===== config.mk =====
export PLATFORM = sky130hd
export DESIGN_NAME = deal_sequencer
export DESIGN_NICKNAME = d
export VERILOG_FILES = /design/src/rtl/baccarat_pkg.sv /design/src/rtl/dealer_draw_rule.sv /design/src/rtl/deal_sequencer.sv
export SDC_FILE = /design/constraint.sdc
export NUM_CORES = 1
export LEC_CHECK = 0
export CAP_MARGIN = 20
export CORE_UTILIZATION = 40
export CTS_BUF_LIST = sky130_fd_sc_hd__clkbuf_8
export DETAILED_ROUTE_END_ITERATION = 16
export HOLD_SLACK_MARGIN = 0.05
export PLACE_DENSITY = 0.77
export SETUP_SLACK_MARGIN = 0.5
export SLEW_MARGIN = 0
export SYNTH_ARGS = -nofsm -noshare
export SYNTH_HDL_FRONTEND = slang
export SYNTH_HIERARCHICAL = 1
export SYNTH_SLANG_ARGS = --single-unit
export TNS_END_PERCENT = 50

===== constraint.sdc =====
create_clock -name slow_clock -period 1.4 [get_ports slow_clock]
set_input_delay 0.42 -clock slow_clock [delete_from_list [all_inputs] [get_ports slow_clock]]
set_output_delay 0.42 -clock slow_clock [all_outputs]
set_load 0.01 [all_outputs]

===== src/rtl/baccarat_pkg.sv =====
// Shared baccarat types and constants.
// Used by the deal sequencer and its draw-rule helper.
package baccarat_pkg;

  typedef enum logic [3:0] {
    S_P1,
    S_D1,
    S_P2,
    S_D2,
    S_EVAL,
    S_P3,
    S_DDEC,
    S_D3,
    S_RESULT
  } state_t;

  localparam logic [3:0] NATURAL_MIN     = 4'd8;
  localparam logic [3:0] PLAYER_DRAW_MAX = 4'd5;
  localparam logic [3:0] DEALER_DRAW_MAX = 4'd5;

  // Face cards and tens count as zero.
  function automatic logic [3:0] card_value(input logic [3:0] c);
    return (c <= 4'd9) ? c : 4'd0;
  endfunction

endpackage


===== src/rtl/dealer_draw_rule.sv =====
// Dealer third-card decision once the player has drawn.
// Purely combinational.
module dealer_draw_rule
  import baccarat_pkg::*;
(
  input  logic [3:0] dscore,
  input  logic [3:0] pcard3,
  output logic       draw
);

  logic [3:0] w_v;

  assign w_v = card_value(pcard3);

  always_comb begin
    draw = 1'b0;
    unique case (dscore)
      4'd0, 4'd1, 4'd2: draw = 1'b1;
      4'd3: draw = (w_v != 4'd8);
      4'd4: draw = (w_v >= 4'd2) && (w_v <= 4'd7);
      4'd5: draw = (w_v >= 4'd4) && (w_v <= 4'd7);
      4'd6: draw = (w_v >= 4'd6) && (w_v <= 4'd7);
      default: draw = 1'b0;
    endcase
  end

endmodule


===== src/rtl/deal_sequencer.sv =====
// Baccarat hand sequencer: deals cards, applies draw rules,
// registers the result lights.
module deal_sequencer
  import baccarat_pkg::*;
(
  input  logic       slow_clock,
  input  logic       resetb,
  input  logic       step,
  input  logic [3:0] pscore,
  input  logic [3:0] dscore,
  input  logic [3:0] pcard3,
  output logic       load_pcard1,
  output logic       load_pcard2,
  output logic       load_pcard3,
  output logic       load_dcard1,
  output logic       load_dcard2,
  output logic       load_dcard3,
  output logic       player_win_light,
  output logic       dealer_win_light,
  output logic       done
);

  state_t r_state;
  logic   r_pwin;
  logic   r_dwin;
  logic   r_done;
  logic   w_draw;
  logic   w_natural;
  logic   w_go;

  dealer_draw_rule u_rule (
    .dscore (dscore),
    .pcard3 (pcard3),
    .draw   (w_draw)
  );

  assign w_natural = (pscore >= NATURAL_MIN) ||
                     (dscore >= NATURAL_MIN);

  // Strobes are gated by reset so a held step cannot leak a load.
  assign w_go = step & resetb;

  assign load_pcard1 = w_go && (r_state == S_P1);
  assign load_dcard1 = w_go && (r_state == S_D1);
  assign load_pcard2 = w_go && (r_state == S_P2);
  assign load_dcard2 = w_go && (r_state == S_D2);
  assign load_pcard3 = w_go && (r_state == S_P3);
  assign load_dcard3 = w_go && (r_state == S_D3);

  assign player_win_light = r_pwin;
  assign dealer_win_light = r_dwin;
  assign done             = r_done;

  always_ff @(posedge slow_clock or negedge resetb) begin
    if (!resetb) begin
      r_state <= S_P1;
      r_pwin  <= 1'b0;
      r_dwin  <= 1'b0;
      r_done  <= 1'b0;
    end else if (step) begin
      unique case (r_state)
        S_P1: r_state <= S_D1;
        S_D1: r_state <= S_P2;
        S_P2: r_state <= S_D2;
        S_D2: r_state <= S_EVAL;
        S_EVAL: begin
          if (w_natural)
            r_state <= S_RESULT;
          else if (pscore <= PLAYER_DRAW_MAX)
            r_state <= S_P3;
          else if (dscore <= DEALER_DRAW_MAX)
            r_state <= S_D3;
          else
            r_state <= S_RESULT;
        end
        S_P3:   r_state <= S_DDEC;
        S_DDEC: r_state <= w_draw ? S_D3 : S_RESULT;
        S_D3:   r_state <= S_RESULT;
        S_RESULT: begin
          if (!r_done) begin
            r_pwin <= (pscore >= dscore);
            r_dwin <= (dscore >= pscore);
            r_done <= 1'b1;
          end
        end
        default: r_state <= S_P1;
      endcase
    end
  end

endmodule

Word level (Yosys, flattened, before mapping)
Cells that the tools add are included.
{"block": "word_totals", "regBits": 7, "in_bits": 15, "out_inout_bits": 9, "elab_cells": 56}
{"block": "classes", "n_lt_le_gt_ge": 11, "eq_ne": 15, "mux": 7, "bitwise_logic": 3, "n_reduce_logical": 16}
{"operator": "4-bit one-hot mux with 9 select lines", "count": 1}
{"operator": "4-bit by 3-bit equality test with 1-bit output, second input constant", "count": 7}
{"operator": "4-bit two-way mux", "count": 5}
{"operator": "4-bit by 2-bit equality test with 1-bit output, second input constant", "count": 4}
{"operator": "4-bit by 3-bit <= comparator with 1-bit output, second input constant", "count": 3}
{"operator": "1-bit logical AND", "count": 9}
{"operator": "4-bit by 1-bit equality test with 1-bit output, second input constant", "count": 2}
{"operator": "4-bit by 3-bit greater-or-equal comparator with 1-bit output, second input constant", "count": 2}
{"operator": "4-bit greater-or-equal comparator", "count": 2}
{"operator": "4-bit greater-or-equal comparator, second input constant", "count": 2}
{"operator": "4-bit zero test", "count": 2}
{"operator": "1-bit one-hot mux with 5 select lines", "count": 1}
{"operator": "4-bit equality test, second input constant", "count": 1}
{"operator": "4-bit by 2-bit greater-or-equal comparator with 1-bit output, second input constant", "count": 1}
{"operator": "4-bit <= comparator, second input constant", "count": 1}
{"operator": "4-bit != test, second input constant", "count": 1}
{"operator": "2-bit AND reduction", "count": 2}
{"operator": "3-bit AND reduction", "count": 1}
{"operator": "3-bit OR reduction", "count": 1}
{"operator": "1-bit NOT", "count": 2}
{"operator": "1-bit bitwise AND", "count": 1}
{"operator": "1-bit logical OR", "count": 1}

Depth between registers and ports, before layout
{"block": "logic_depth", "word_depth": 7, "mapped_depth": 6, "mapped_depth_nobuf": 6}

Hierarchy
Netlist, hierarchy kept.
{"module": "deal_sequencer", "n_inst": 1, "cells_per_inst": 69, "area_per_inst_um2": 583.1}
{"module": "dealer_draw_rule", "n_inst": 1, "cells_per_inst": 6, "area_per_inst_um2": 52.6}

Worst setup path before layout
OpenSTA, ideal clock, no wires.
{"block": "synth_path", "kind": "in2reg", "start": "in dscore[1]", "end": "reg r_state[3]", "setup_ns": 0.122, "arrival_time_ns": 1.717, "required_time_ns": 1.278, "setup_slack_ns": -0.438, "cell_stages": 6, "path_buffers": 0, "path_cell_list": "nor2b_4 -> or4b_1 -> a31oi_1 -> nand2_1 -> a32o_1 -> a32o_1"}
{"block": "synth_between", "elab_chain_cells": 5}
{"element": "from (decl)", "line_no": "deal_sequencer.sv:10", "rtl": "input logic [3:0] dscore,"}
{"element": "4-bit by 1-bit equality test with 1-bit output, or another cell as far along", "line_no": "dealer_draw_rule.sv:17", "rtl": "unique case (dscore)"}
{"element": "3-bit OR reduction", "line_no": "dealer_draw_rule.sv:17"}
{"element": "1-bit one-hot mux with 5 select lines (*)", "line_no": "dealer_draw_rule.sv:17"}
{"element": "via w_draw", "line_no": "deal_sequencer.sv:27", "rtl": "logic w_draw;"}
{"element": "4-bit two-way mux (*)", "line_no": "deal_sequencer.sv:77", "rtl": "S_DDEC: r_state <= w_draw ? S_D3 : S_RESULT;"}
{"element": "4-bit one-hot mux with 9 select lines (*)", "line_no": "deal_sequencer.sv:61", "rtl": "unique case (r_state)"}
{"element": "to (signal assigned)", "line_no": "deal_sequencer.sv:77"}
{"element": "to (decl)", "line_no": "deal_sequencer.sv:23", "rtl": "state_t r_state;"}
The timed path passes the listed nets; every way through them passes the cells marked *.
A chain may end at the register's enable or synchronous reset.

Final worst setup path
Ends and elaborated chain as after synthesis.

==> out/metrics.cfg <==
[critical_path]
start_kind=input pin
crit_required_ps=1510
cp_cell_sequence=buf_6 > nor2b_4 > or4b_4 > a31oi_4 > nand2_1 > a32o_1 > a32o_1
cp_max_fo=3
endpoint_kind=register
crit_type=input pin to register
timing.rr.end=dealer_win_light
cpMostUsedCell=a32o_1
startpoint=dscore[1]
crit_path_end=r_state[3]
worstReg2RegStart=r_state[1]
cp.arrival_ps=1830
cpPeakStageDelay_ps=520
slowest_stage=or4b_4
ff2ff_path_depth=5
rrSetupSlack_ps=-100

[logic_synthesis]
synth_seq_cells=7
synth_top_cell_by_area=dfrtp_1
ys_top_cells_by_area=dfrtp_1 (28%), ha_1 (7.9%), nor2_1 (7.1%)
synth_top_area_share_pct=27.6
yosysUniqueCellTypes=34
synth.cell_area_um2=636
synth_ff_type=dfrtp_1
ys_seq_area_share_pct=27.6
synthArstFlopShare_pct=100
avgSynthCellArea_um2=8.47
yosys_warnings=6
syn_nets=94
synth-edff-count=0
syn_inst=75

[placed_design]
dpl_cell_area_um2=1030
globalplace.congestion=0.806
hpwl_mm=1.46
dp.cells=131
numPortBuffers=23

[floorplanning]
ios=24
die-area_um2=1750
start_util_pct=42.7
die_y_um=41.9
die_w_um=41.9
core_area_um2=1490
num_rows=14

[cells_and_area]
n_antenna_cell=0
fin_area_um2=1160
fin_util_pct=77.9
syn2layout_area_growth_pct=82.5
finalNonFillerCells=143
layout-drive-gt1-share_pct=51.2
nNetsFinal=147

[grt]
overflow=0
antenna_found_initial=0
grt_max_degree=11
grt_usage_pct=26.2
grt_pass1_vias=831
grt_pass1_wl_mm=3.59

[clock_network]
insertion_delay_ps=230
cts_buffer_depth=2
cts_tree=built
cts_sinks=7
root_buffer=clkbuf_8
clkTransAtPathRegs_ps=40
cts_buffers=3
cts-hold-fix-buffers=0
ctsHtreeMaxLevel=1

[sta]
tightest_slew_ps=269
worst_slack_ps=-319
clock_skew_ps=3.11
final_hold_viol_count=0
fin_crit_ps=1720
relSlewSlack_pct=82.0
whs_ps=325
finalMaxSlewViolations=0
finalCritPeriodShare_pct=123
rsz0062_at_grt=true
fmax_mhz=582
fin_setup_tns_ps=-2390
setup_viol=12

[route]
finalWirelength_mm=2.05
wire_per_inst_um=14.3
via_count=788
dr.pass1.iters=4
antenna_left=0
drt_iter0_markers=10
vias_per_cell=5.51
drc=0

[pwr]
p_leak_nw=0.567
ir_drop_uv=1090
p_per_area_nw_per_um2=1550

[hold_path]
hp-class=input pin to asynchronous set/reset pin

[run]
drv_cap=0

[status]
violations=setup timing
status=complete, but fails checks

==> cell usage after synthesis, types with 2 or more instances <==
cell type  number
nor2_1         12
or2b_1          3
a31oi_1         2
a21oi_1         2
ha_1            4
nand2_1         5
o21ai_0         3
a32o_1          2
nor2b_1         3
nand3_1         2
dfrtp_1         7
inv_1           6
nand4_1         3
==> sequential cells by signal, indices dropped and copies added, names as in the netlist <==
signal / flops
r_state: 4
done: 1
player_win_light: 1
dealer_win_light: 1
==> final cells by class <==
type / count / area, um2
multi-input combinational: 60 / 509
clock inverter: 1 / 3.75
tap: 16 / 20.0
fill: 98 / 329
clock buffer: 3 / 41.3
timing repair buffer: 50 / 388
sequential: 7 / 175
inverter: 6 / 22.5
==> how the worst min path moves through the flow <==
stage | startpoint | endpoint | slack (ps) | cells after the start
after detailed placement | dealer_win_light | dealer_win_light | 510 | 1
final | resetb | r_state[1] | 320 | 2
after global placement | dealer_win_light | dealer_win_light | 500 | 1
after CTS | resetb | r_state[3] | 320 | 2
after floorplan | resetb | dealer_win_light | 120 | 0
after global routing | resetb | r_state[0] | 340 | 2
==> per-layer routing <==
layer	track usage (%)	vias up	wire length [um]
met5	0	-	0
met4	9.03	0	28
met3	7.39	4	95
met2	46.6	29	1080
met1	29.7	375	843
li1	-	380	-
==> power breakdown <==
part	internal, mW	switching (mW)
combinational	0.633	0.503
clock	0.190	0.0934
sequential	0.301	0.0806
==> per-stage QoR <==
step | worst slack (ps) | total power [mW]
final | -319 | 1.80
after global routing | -359 | 1.92
after CTS | -370 | 1.74
after detailed placement | -948 | 1.36
after global placement | -903 | 1.33
after floorplan | -397 | 0.891
==> critical path: cells and delay by family <==
| kind | cells | cell delay, ps |
|---|---|---|
| AND/OR/NAND/NOR | 3 | 710 |
| AO/OA/AOI/OAI | 3 | 620 |
| buffers and inverters | 1 | 100 |
==> layout by cell type, fill, tap and decap left out, types with 5 or more instances in the layout <==
cell / count
clkdlybuf4s50_1: 5
inv_1: 6
buf_4: 25
nand2_1: 5
nor2_2: 6
nor2_1: 6
buf_2: 10
dfrtp_1: 7
==> repair_timing <==
action | 4_1_cts | 5_1_grt
gates resized for setup | 64 | 10
setup buffers | 8 | 0
pin swaps | 16 | 6
endpoints found under the setup margin | 16 | 16
==> cells by family after synthesis <==
logic type | count (synthesis) | synth area share, %
adders and majority gates | 4 | 7.87
DFF | 7 | 27.6
AOI/OAI and AO/OA | 17 | 20.1
muxes | 1 | 1.57
buffers and inverters | 8 | 5.90
and+or+nand+nor | 38 | 37.0
Note: power is estimated with default switching activity, not from simulation.
